<file path="src/rtl/iomem_initiator.sv">
// Single-outstanding iomem bus master: valid/ready command in, one iomem transaction,
// valid/ready response out with optional timeout abort and a saturating timeout counter.
module iomem_initiator #(
  parameter int TIMEOUT  = 1024,
  parameter int TO_CNT_W = 16
) (
  input  logic                clk,
  input  logic                reset,
  input  logic                cmd_valid,
  output logic                cmd_ready,
  input  logic [31:0]         cmd_addr,
  input  logic [31:0]         cmd_wdata,
  input  logic [3:0]          cmd_wstrb,
  output logic                rsp_valid,
  input  logic                rsp_ready,
  output logic [31:0]         rsp_rdata,
  output logic                rsp_timeout,
  output logic                iomem_valid,
  input  logic                iomem_ready,
  output logic [31:0]         iomem_addr,
  output logic [31:0]         iomem_wdata,
  output logic [3:0]          iomem_wstrb,
  input  logic [31:0]         iomem_rdata,
  output logic                busy,
  output logic [TO_CNT_W-1:0] timeout_count
);

  // Wait counter only has to reach TIMEOUT-1, so it never wraps while waiting.
  localparam int WAIT_W = (TIMEOUT > 1) ? $clog2(TIMEOUT) : 1;
  localparam logic [WAIT_W-1:0] WAIT_LAST = WAIT_W'((TIMEOUT > 0) ? TIMEOUT - 1 : 0);

  typedef enum logic [1:0] {IDLE, BUS, RESP} state_t;

  state_t            state;
  logic [WAIT_W-1:0] wait_cnt;

  assign cmd_ready = (state == IDLE);
  assign busy      = (state != IDLE);

  always_ff @(posedge clk) begin
    if (reset) begin
      state         <= IDLE;
      wait_cnt      <= '0;
      iomem_valid   <= 1'b0;
      iomem_addr    <= '0;
      iomem_wdata   <= '0;
      iomem_wstrb   <= '0;
      rsp_valid     <= 1'b0;
      rsp_rdata     <= '0;
      rsp_timeout   <= 1'b0;
      timeout_count <= '0;
    end else begin
      case (state)
        IDLE: begin
          if (cmd_valid) begin
            iomem_addr  <= cmd_addr;
            iomem_wdata <= cmd_wdata;
            iomem_wstrb <= cmd_wstrb;
            iomem_valid <= 1'b1;
            wait_cnt    <= '0;
            state       <= BUS;
          end
        end
        BUS: begin
          // Ready has priority over a timeout landing on the same cycle.
          if (iomem_ready) begin
            iomem_valid <= 1'b0;
            rsp_rdata   <= iomem_rdata;
            rsp_timeout <= 1'b0;
            rsp_valid   <= 1'b1;
            state       <= RESP;
          end else if (TIMEOUT != 0 && wait_cnt == WAIT_LAST) begin
            iomem_valid <= 1'b0;
            rsp_rdata   <= '0;
            rsp_timeout <= 1'b1;
            rsp_valid   <= 1'b1;
            if (timeout_count != '1) begin
              timeout_count <= timeout_count + 1'b1;
            end
            state       <= RESP;
          end else if (TIMEOUT != 0) begin
            wait_cnt <= wait_cnt + 1'b1;
          end
        end
        RESP: begin
          if (rsp_ready) begin
            rsp_valid <= 1'b0;
            state     <= IDLE;
          end
        end
        default: state <= IDLE;
      endcase
    end
  end

endmodule

</file>
<file path="config.mk">
export PLATFORM = sky130hd
export DESIGN_NAME = iomem_initiator
export DESIGN_NICKNAME = d
export VERILOG_FILES = /design/src/rtl/iomem_initiator.sv
export SDC_FILE = /design/constraint.sdc
export NUM_CORES = 1
export LEC_CHECK = 0
export ABC_CLOCK_PERIOD_IN_PS = 1900
export CAP_MARGIN = 30
export CORE_MARGIN = 1
export CORE_UTILIZATION = 37
export DETAILED_ROUTE_END_ITERATION = 10
export PLACE_DENSITY = 0.77
export SKIP_LAST_GASP = 1
export SLEW_MARGIN = 20
export SYNTH_ARGS = -nofsm -noshare
export SYNTH_HDL_FRONTEND = slang
export SYNTH_SLANG_ARGS = --single-unit
</file>
<file path="constraint.sdc">
create_clock -name clk -period 1.9 [get_ports clk]
set_input_delay 0.19 -clock clk [delete_from_list [all_inputs] [get_ports clk]]
set_output_delay 0.19 -clock clk [all_outputs]
set_load 0.03 [all_outputs]
</file>
==> flow_summary.ini <==
[outcome]
outcome = completed

[clock_tree]
cts_tree = built
ctsHtreeMaxLevel = 4
clockBufferDepth = 2
clock_latency_ns = 0.41
cts_hold_buf = 0
clock_sinks = 131
clkTransAtPathRegs_ns = 0.06
cts_made_buffers = 17
clock-root-buffer = clkbuf_16

[global_routing]
grt_pass1_wl_mm = 21.3
gr-usage-all-layers_pct = 20.7
overflow = 0
grt_pass1_vias = 4474
antenna_found_initial = 0
grt_max_degree = 54

[die]
die_w_um = 115
num_rows = 40
die_h_um = 115
start_util_pct = 38.7
fp.coreArea_mm2 = 0.0122
ios = 226
die-area_mm2 = 0.0132

[layout]
drive_above_1_share_pct = 10.1
multi_input_comb_area_mm2 = 0.00203
antennaDiodeCount = 0
seqCellArea_mm2 = 0.00263
nets = 888
final_area_mm2 = 0.00801
fill_cells = 994
area_growth_pct = 69.3

[place]
pre_cts_slack_ns = -0.408
place_area_mm2 = 0.00729
hpwlAfterDp_mm = 9.72
gp_congestion = 0.819
port-buffer-count = 225

[synthesis]
synth-async-reset-ratio_pct = 0
synth-seq-cells = 131
seq_area_frac_synth_pct = 55.4
synth.avg_cell_area_um2 = 8.71
synth_area_leaders = dfxtp_1 (55%), nand2_1 (12%), a21oi_1 (8.7%)
synthMostInstantiatedCell = nand2_1
synth-main-ff-cell = dfxtp_1
synth_top_area_share_pct = 55.4
yosys_warnings = 0
synth-edff-count = 0
synthTopCellsByCount = nand2_1 (153), dfxtp_1 (131), a21oi_1 (82)
synth_cells = 543
syn_nets = 650
synth_top_cell_by_area = dfxtp_1
yosys.cell_types.count = 40
synth_area_mm2 = 0.00473

[job]
cap_viol_max_count = 0

[power]
ir_drop_uv = 405
p_leak_nw = 3.02
p_per_area_mw_per_mm2 = 933

[drt]
drtPass1Iterations = 4
wl_per_cell_um = 14.3
routed_via_density = 4.92
num_vias = 4737
drt_iter0_drc = 362
drc = 0
postRouteAntennaNets = 0
wirelength_mm = 13.7

[sta]
setup_viol = 0
rsz0062_at_grt = yes
report.final.slew_viol_count = 0
timing.hold.ws_ns = 0.0858
tightest_slew_ns = 0.555
min_period_over_period_pct = 99.0
setup_ws_ns = 0.0191
timing.final.hold_violations = 0
setup_tns_ns = 0
clock.fmax_mhz = 532
fin_skew_ns = 0.00673
layout_min_cycle_time_ns = 1.88
max_slew_margin_pct = 63.0

[hold_path]
holdPathEnd = wait_cnt[6]$_SDFFE_PP0P_
hp-class = in2reg
hp-start = reset
hold_depth = 2

[critical_path]
r2r_cells = 6
crit_type = reg2reg
r2r_slack_ns = 0.02
critPathCaptureType = flip-flop
cp.arrival_ns = 2.22
rr_endpoint = timeout_count[14]$_SDFFE_PP0P_
critical_path.max_fanout = 5
timing.rr.start = state[0]$_SDFFE_PP0P_
critPathRequiredTime_ns = 2.24
crit_path_start_kind = flip-flop
## per-layer routing
metal  GRT usage (%)  wire length, um  up-vias
li1                -                -     2344
met1            23.0             5440     2165
met2            35.7             6710      198
met3            6.96             1220       30
met4            9.87              357        0
met5               0                0        -
## report_power, final
part / internal, mW / switching (mW)
Combinational: 0.515 / 0.578
Sequential: 2.88 / 0.0659
Clock: 2.20 / 1.24
Total: 5.59 / 1.88
## cells in the final DEF (no fill, tap or decap), drive strengths merged, types with 2 or more instances in the layout
| master | Yosys | routed |
|---|---|---|
| a21oi | 82 | 82 |
| a22o | 32 | 32 |
| and2 | 2 | 2 |
| and3 | 6 | 6 |
| and4 | 2 | 2 |
| buf | 0 | 29 |
| bufinv | 0 | 3 |
| clkbuf | 34 | 20 |
| clkdlybuf4s50 | 0 | 221 |
| clkinvlp | 0 | 2 |
| dfxtp | 131 | 131 |
| dlygate4sd2 | 0 | 2 |
| ha | 2 | 2 |
| inv | 4 | 10 |
| nand2 | 153 | 153 |
| nand3 | 7 | 7 |
| nand4 | 5 | 5 |
| nor2 | 24 | 24 |
| nor2b | 2 | 2 |
| nor3 | 5 | 5 |
| nor4 | 2 | 2 |
| o211ai | 5 | 5 |
| o21a | 2 | 2 |
| o21ai | 9 | 9 |
| or3 | 6 | 6 |
| or4 | 2 | 2 |
| xnor2 | 2 | 2 |
| xor2 | 11 | 11 |
## kinds of logic after synthesis
kind of cell	after synthesis	share of synthesized area [%]
simple gates	219	20.0
compound gates	139	18.4
flops	131	55.4
buf+inv	38	3.01
xor+xnor	13	2.41
fa+ha+maj	2	0.529
mux	1	0.212
## through the flow
| stage | instances | utilization, % | power (mW) |
|---|---|---|---|
| final | 962 | 65.6 | 7.47 |
| after CTS | 960 | 65.1 | 7.57 |
| after floorplan | 543 | - | 3.52 |
| after detailed placement | 926 | 59.7 | 4.10 |
| after global placement | 926 | 59.7 | 4.08 |
| after global routing | 962 | 65.6 | 7.77 |
## cell type report
class / instances / area share [%]
Clock buffer: 20 / 5.83
Sequential cell: 131 / 32.8
Inverter: 4 / 0.187
Clock inverter: 12 / 2.08
Multi-Input combinational cell: 374 / 25.4
Timing Repair Buffer: 253 / 31.2
Tap cell: 168 / 2.62
## worst max-delay path by stage
stage | startpoint | to | slack (ns) | cells past startpoint
after global placement | iomem_ready | timeout_count[15]$_SDFFE_PP0P_ | -0.36 | 7
final | state[0]$_SDFFE_PP0P_ | timeout_count[14]$_SDFFE_PP0P_ | 0.02 | 6
after detailed placement | iomem_ready | timeout_count[13]$_SDFFE_PP0P_ | -0.41 | 7
after global routing | state[0]$_SDFFE_PP0P_ | timeout_count[14]$_SDFFE_PP0P_ | -0.05 | 6
after floorplan | state[1]$_SDFFE_PP0P_ | timeout_count[15]$_SDFFE_PP0P_ | -0.08 | 5
after CTS | state[1]$_SDFFE_PP0P_ | timeout_count[13]$_SDFFE_PP0P_ | 0.02 | 6
## state kept, by name, indices dropped and copies added (netlist names)
register and cells:
state 2, iomem_wdata 32, rsp_rdata 32, iomem_valid 1
iomem_addr 32, wait_cnt 10, iomem_wstrb 4, rsp_timeout 1
rsp_valid 1, timeout_count 16
## critical path: stages, from the launching register on
cell and delay (ns):
dfxtp_2 0.32, or3b_4 0.39, nor4_4 0.25, buf_4 0.19
o21ai_2 0.08, or4_1 0.43, a21oi_2 0.15
## repair_timing
action                                 4_1_cts  5_1_grt
buffers inserted                             2        2
setup endpoints to repair                    4       46
endpoints found under the hold margin        0        0
resized for setup                            4        9
pin swaps                                    0        4
Power figures use the tool's default switching activity.
